$ cat src/rtl/cla_pipe_addsub_if.sv
// Operand/result bus for the pipelined carry-lookahead adder/subtractor.
// The slave side is the adder; the master side is the operand source plus
// result consumer.
interface cla_pipe_addsub_if #(
    parameter int WIDTH = 32
);
    logic             in_valid;
    logic             in_ready;
    logic [WIDTH-1:0] a;
    logic [WIDTH-1:0] b;
    logic             cin;
    logic             sub;
    logic             out_valid;
    logic             out_ready;
    logic [WIDTH-1:0] sum;
    logic             cout;
    logic             of;

    modport master (
        output in_valid, a, b, cin, sub, out_ready,
        input  in_ready, out_valid, sum, cout, of
    );

    modport slave (
        input  in_valid, a, b, cin, sub, out_ready,
        output in_ready, out_valid, sum, cout, of
    );
endinterface

$ cat src/rtl/cla_pipe_addsub.sv
// Pipelined two's-complement adder/subtractor. The carry chain is cut into
// STAGES registered slices of WIDTH/STAGES bits, each built from 4-bit CLA
// groups. Stage k consumes the still-unprocessed upper operand bits delayed
// by the previous stage and hands its carry to stage k+1.
//
// Handshake (valid/ready): a beat moves on an edge where valid && ready are
// both 1. en = !out_valid || out_ready; the whole pipe advances only when en=1
// (global stall, bubbles are not collapsed). in_ready = en && !rst. While the
// output is stalled, sum/cout/of/out_valid hold.
module cla_pipe_addsub #(
    parameter int WIDTH  = 32,
    parameter int STAGES = 2
) (
    input  logic               clk,
    input  logic               rst,
    cla_pipe_addsub_if.slave   bus
);
    localparam int S      = WIDTH / STAGES;
    localparam int GROUPS = S / 4;

    // 4-bit lookahead group: returns {carry_out, sum[3:0]}.
    function automatic logic [4:0] cla4(input logic [3:0] x, input logic [3:0] y,
                                        input logic ci);
        logic [3:0] g;
        logic [3:0] p;
        logic [3:0] c;
        logic       grp_g;
        logic       grp_p;
        g     = x & y;
        p     = x ^ y;
        c[0]  = ci;
        c[1]  = g[0] | (p[0] & ci);
        c[2]  = g[1] | (p[1] & g[0]) | (p[1] & p[0] & ci);
        c[3]  = g[2] | (p[2] & g[1]) | (p[2] & p[1] & g[0]) | (p[2] & p[1] & p[0] & ci);
        grp_g = g[3] | (p[3] & g[2]) | (p[3] & p[2] & g[1]) | (p[3] & p[2] & p[1] & g[0]);
        grp_p = &p;
        return {grp_g | (grp_p & ci), p ^ c};
    endfunction

    logic en;

    for (genvar k = 0; k < STAGES; k++) begin : g_stage
        localparam int LO = k * S;

        logic [WIDTH-1:LO]  a_in;
        logic [WIDTH-1:LO]  bx_in;
        logic               c_in;
        logic               v_in;
        logic [S-1:0]       slice_sum;
        logic [GROUPS:0]    gc;
        logic [4:0]         grp;
        logic [LO+S-1:0]    sum_d;
        logic [LO+S-1:0]    sum_q;
        logic               carry_d;
        logic               carry_q;
        logic               valid_d;
        logic               valid_q;

        if (k == 0) begin : g_src
            // Condition operands: subtract is A + ~B + ~cin.
            always_comb begin
                a_in    = bus.a;
                bx_in   = bus.sub ? ~bus.b : bus.b;
                c_in    = bus.sub ? ~bus.cin : bus.cin;
                v_in    = bus.in_valid;
                sum_d   = slice_sum;
            end
        end else begin : g_chain
            // Pick up delayed operands, carry and partial sum from the previous slice.
            always_comb begin
                a_in    = g_stage[k-1].g_fwd.a_q;
                bx_in   = g_stage[k-1].g_fwd.bx_q;
                c_in    = g_stage[k-1].carry_q;
                v_in    = g_stage[k-1].valid_q;
                sum_d   = {slice_sum, g_stage[k-1].sum_q};
            end
        end

        // Add this slice with a chain of 4-bit lookahead groups.
        always_comb begin
            gc        = '0;
            grp       = '0;
            slice_sum = '0;
            gc[0]     = c_in;
            for (int j = 0; j < GROUPS; j++) begin
                grp                  = cla4(a_in[LO+j*4 +: 4], bx_in[LO+j*4 +: 4], gc[j]);
                slice_sum[j*4 +: 4]  = grp[3:0];
                gc[j+1]              = grp[4];
            end
            carry_d = gc[GROUPS];
            valid_d = v_in;
        end

        // Slice result registers; advance only on en, cleared by reset.
        always_ff @(posedge clk) begin
            if (rst) begin
                sum_q   <= '0;
                carry_q <= 1'b0;
                valid_q <= 1'b0;
            end else if (en) begin
                sum_q   <= sum_d;
                carry_q <= carry_d;
                valid_q <= valid_d;
            end
        end

        if (k < STAGES - 1) begin : g_fwd
            logic [WIDTH-1:LO+S] a_d;
            logic [WIDTH-1:LO+S] a_q;
            logic [WIDTH-1:LO+S] bx_d;
            logic [WIDTH-1:LO+S] bx_q;

            // Only the bits later slices still need are carried forward.
            always_comb begin
                a_d  = a_in[WIDTH-1:LO+S];
                bx_d = bx_in[WIDTH-1:LO+S];
            end

            // Delay line for the unprocessed upper operand bits.
            always_ff @(posedge clk) begin
                if (rst) begin
                    a_q  <= '0;
                    bx_q <= '0;
                end else if (en) begin
                    a_q  <= a_d;
                    bx_q <= bx_d;
                end
            end
        end else begin : g_last
            logic of_d;
            logic of_q;

            // Overflow: conditioned operand signs agree but the result sign differs.
            always_comb begin
                of_d = (a_in[WIDTH-1] == bx_in[WIDTH-1]) && (slice_sum[S-1] != a_in[WIDTH-1]);
            end

            // Overflow flag register, aligned with the final slice.
            always_ff @(posedge clk) begin
                if (rst) begin
                    of_q <= 1'b0;
                end else if (en) begin
                    of_q <= of_d;
                end
            end
        end
    end

    assign en            = !g_stage[STAGES-1].valid_q || bus.out_ready;
    assign bus.in_ready  = en && !rst;
    assign bus.out_valid = g_stage[STAGES-1].valid_q;
    assign bus.sum       = g_stage[STAGES-1].sum_q;
    assign bus.cout      = g_stage[STAGES-1].carry_q;
    assign bus.of        = g_stage[STAGES-1].g_last.of_q;
endmodule

$ cat src/flat_wrapper.sv
// flat-port wrapper written by rule: the top's interface ports become plain ports
module cla_pipe_addsub_flat 
#(
    parameter int WIDTH  = 32,
    parameter int STAGES = 2
)
  (clk, rst, bus_in_valid, bus_a, bus_b, bus_cin, bus_sub, bus_out_ready, bus_in_ready, bus_out_valid, bus_sum, bus_cout, bus_of);
  cla_pipe_addsub_if #(.WIDTH(WIDTH)) bus_i ();
  input  logic clk;
  input  logic rst;
  input wire logic [$bits(bus_i.in_valid)-1:0] bus_in_valid;
  input wire logic [$bits(bus_i.a)-1:0] bus_a;
  input wire logic [$bits(bus_i.b)-1:0] bus_b;
  input wire logic [$bits(bus_i.cin)-1:0] bus_cin;
  input wire logic [$bits(bus_i.sub)-1:0] bus_sub;
  input wire logic [$bits(bus_i.out_ready)-1:0] bus_out_ready;
  output wire logic [$bits(bus_i.in_ready)-1:0] bus_in_ready;
  output wire logic [$bits(bus_i.out_valid)-1:0] bus_out_valid;
  output wire logic [$bits(bus_i.sum)-1:0] bus_sum;
  output wire logic [$bits(bus_i.cout)-1:0] bus_cout;
  output wire logic [$bits(bus_i.of)-1:0] bus_of;
  assign bus_i.in_valid = bus_in_valid;
  assign bus_i.a = bus_a;
  assign bus_i.b = bus_b;
  assign bus_i.cin = bus_cin;
  assign bus_i.sub = bus_sub;
  assign bus_i.out_ready = bus_out_ready;
  assign bus_in_ready = bus_i.in_ready;
  assign bus_out_valid = bus_i.out_valid;
  assign bus_sum = bus_i.sum;
  assign bus_cout = bus_i.cout;
  assign bus_of = bus_i.of;
  cla_pipe_addsub #(.WIDTH(WIDTH), .STAGES(STAGES)) u_core (.clk(clk), .rst(rst), .bus(bus_i));
endmodule
$ cat config.mk
export PLATFORM = sky130hd
export DESIGN_NAME = cla_pipe_addsub_flat
export DESIGN_NICKNAME = d
export VERILOG_FILES = /design/src/rtl/cla_pipe_addsub_if.sv /design/src/rtl/cla_pipe_addsub.sv /design/src/flat_wrapper.sv
export SDC_FILE = /design/constraint.sdc
export NUM_CORES = 1
export LEC_CHECK = 0
export ABC_AREA = 1
export CORE_ASPECT_RATIO = 1.75
export CORE_MARGIN = 1.5
export CORE_UTILIZATION = 39
export CTS_BUF_LIST = sky130_fd_sc_hd__clkbuf_16
export DETAILED_ROUTE_END_ITERATION = 7
export PLACE_DENSITY = 0.67
export SETUP_SLACK_MARGIN = 0.15
export SYNTH_ARGS = -nofsm -noshare
export SYNTH_HDL_FRONTEND = slang
export SYNTH_SLANG_ARGS = --single-unit
$ cat constraint.sdc
create_clock -name clk -period 2.6 [get_ports clk]
set_input_delay 0.52 -clock clk [delete_from_list [all_inputs] [get_ports clk]]
set_output_delay 0.52 -clock clk [all_outputs]
set_load 0.005 [all_outputs]
==> reports/metrics.yaml <==
routedWlPerCell_um: 12.9
cp-start-kind: "input port"
holdPathStages: 2
ys_ff_latch: 85
worstPathRequired_ns: 2.86
vias: 4128
hp-class: "reg2reg"
fp-row-count: 52
grt_pass1_vias: 4175
syn2layout_area_growth_pct: 37.1
grt_pass1_wl_um: 18300
grt.total_usage_pct: 18.3
whs_ns: 0.479
reg2regPathDepth: 12
drv_slew: 0
antenna_left: 0
synth_most_common_cell: "nor2_1"
synth_edf_count: 0
r2r_slack_ns: 0.39
firstDrtPassIters: 6
insertion_delay_ns: 0.34
cts_tree: "done"
dieWidth_um: 84.9
cts_buffers: 9
fin_crit_sh_pct: 90.7
synth.largest_area_cell: "dfxtp_1"
syn_area_um2: 4570
postSynthAreaPerCell_um2: 7.86
ys.flop_type: "dfxtp_1"
fmax_mhz: 424
max_slew.worst_pin.slew_ns: 0.721
ys_seq_area_share_pct: 37.2
grt-ovfl-total: 0
clk_pin_slew_ns: 0.06
portBuffers: 105
yosys-top-cells-count: "nor2_1 (97), dfxtp_1 (85), o21ai_0 (81), a21oi_1 (50), inv_1 (47)"
r2r_start: "u_core.g_stage[0].g_fwd.bx_q[19]$_SDFFE_PP0N_"
whs_endpoint: "u_core.bus.sum[11]$_SDFFE_PP0N_"
min_period_ns: 2.36
status: "complete, but fails checks"
place_area_um2: 5910
diodes: 0
pin_count: 106
cp_data_arrival_time_ns: 2.62
syn_inst: 582
clk_path_buf_depth: 2
synth_fp_nets: 692
reg2reg_to: "u_core.bus.sum[28]$_SDFFE_PP0N_"
critPathMaxFanout: 5
synth.top_cell.area_share_pct: 37.2
failed_checks: "DRC"
nNetsFinal: 806
crit_type: "in2reg"
report.final.setup_viol: 0
drc_errors: 6
cts_hold_buf: 0
drive_above_1_share_pct: 11.7
finalHoldViolCount: 0
h-tree-depth: 3
crit_path_end_kind: "flop"
p_leak_nw: 2.87
start_util_pct: 39.7
stdcell_area_um2: 6270
dp_hpwl_um: 8220
die-area_um2: 12400
pwr_density_cell_nw_per_um2: 622
num-fill-cells: 1056
core_um2: 11500
hold_start: "u_core.bus.sum[11]$_SDFFE_PP0N_"
wirelength_um: 10800
ys_warn_count: 0
synthArstFlopShare_pct: 0
antenna_found_initial: 0
maxCapViolations: 0
yosys-top-cells-area: "dfxtp_1 (37%), o21ai_0 (8.9%), ha_1 (8.8%)"
ctsRootBufferMaster: "clkbuf_16"
dieHeight_um: 146
peakVddDrop_v: 0.000353
first_iter_violations: 216
gp_congestion: 0.844
finalClockSkew_ns: 0.00794
cts_sinks: 85
grt_max_degree: 82
vias_per_cell: 4.94
rsz0062_at_grt: "no"
synth_cell_types: 33
relSlewSlack_pct: 51.9
## critical path, stage by stage
cell and delay [ns]:
clkdlybuf4s50_1 0.47, xor2_1 0.17, ha_1 0.30, a21oi_1 0.17, and3_4 0.20, nand2_2 0.07
nand2_2 0.06, nand2_2 0.05, inv_2 0.07, fa_2 0.42, a21oi_1 0.12
## how the worst max path moves through the flow
stage | startpoint | to | slack, ns
4_1_cts | bus_b[7] | u_core.g_stage[0].sum_q[13]$_SDFFE_PP0N_ | 0.18
5_1_grt | bus_b[5] | u_core.g_stage[0].sum_q[13]$_SDFFE_PP0N_ | 0.16
3_3_place_gp | bus_b[0] | u_core.g_stage[0].sum_q[12]$_SDFFE_PP0N_ | -0.23
2_1_floorplan | bus_sub | u_core.g_stage[0].sum_q[12]$_SDFFE_PP0N_ | 0.08
6_report | bus_b[7] | u_core.g_stage[0].sum_q[12]$_SDFFE_PP0N_ | 0.24
3_5_place_dp | bus_b[1] | u_core.g_stage[0].sum_q[13]$_SDFFE_PP0N_ | -0.27
## layout make-up
class	instances	area (um2)	area share (%)
multi-input combinational	417	2610	41.7
clock inverter	7	90.1	1.44
tap	135	169	2.69
inverter	49	185	2.95
sequential	85	1700	27.1
timing repair buffer	134	1290	20.5
clock buffer	9	225	3.59
## registers in the layout, summed over array words and instances (netlist names)
signal                     cells
u_core.g_stage.sum_q          16
u_core.g_stage.g_fwd.bx_q     16
u_core.bus.of                  1
u_core.bus.sum                32
u_core.bus.out_valid           1
u_core.g_stage.g_fwd.a_q      16
u_core.g_stage.valid_q         1
u_core.g_stage.carry_q         1
u_core.bus.cout                1
## power by group
group	internal (mW)	total, mW	switching (mW)	leakage (nW)
registers	1.46	1.55	0.0877	0.706
clock network	0.836	1.35	0.517	0.154
logic	0.534	1.00	0.466	2.00
total	2.83	3.90	1.07	2.87
## layout by cell type (no fill, tap or decap), types with 3 or more instances in the layout
cell	netlist	routed
clkdlybuf4s50_1	0	99
nor2_1	97	96
dfxtp_1	85	85
o21ai_0	81	80
a21oi_1	50	48
inv_1	47	44
nand2_1	42	41
ha_1	32	31
buf_4	1	27
xor2_1	22	22
xnor2_1	24	22
nand3_1	20	19
nand2_2	9	10
clkbuf_16	0	9
o21bai_1	7	7
fa_1	8	6
nand3_2	4	5
a21oi_2	3	5
inv_2	2	4
dlygate4sd2_1	0	4
nand4_1	3	3
o211ai_1	3	3
## logic make-up (layout without fill, tap and decap cells)
logic type                 Yosys count  after routing  share of synthesized area, %
AOI/OAI and AO/OA                  150            150                          17.5
xor gates and xnor gates            47             47                          9.17
adders and majority gates           40             40                          12.3
buffers and inverters               80            199                          6.95
DFF                                 85             85                          37.2
and+or+nand+nor                    180            180                          16.9
## metal layers
metal / vias up / GRT usage [%] / part of all wire, %
met4: 0 / 9.84 / 3.0
met5: - / 0 / 0
met1: 1902 / 19.3 / 39
li1: 2135 / - / -
met3: 22 / 1.70 / 2.2
met2: 69 / 34.6 / 56
## what timing repair did
| action | CTS | global route |
|---|---|---|
| gates resized for setup | 8 | 6 |
| setup endpoints to repair | 2 | 2 |
| setup buffers | 0 | 1 |
| pin swaps | 10 | 6 |
## through the flow
step	utilization (%)	cells	power (mW)	setup WS (ns)	setup TNS, ns
floorplan	-	582	2.11	0.0774	0
detailed placement	51.3	819	2.57	-0.269	-1.33
global route	54.5	836	4.13	0.161	0
finish	54.5	836	3.90	0.242	0
CTS	54.1	835	3.93	0.182	0
global placement	51.3	819	2.54	-0.226	-0.941
Note: power is estimated with default switching activity, not from simulation.
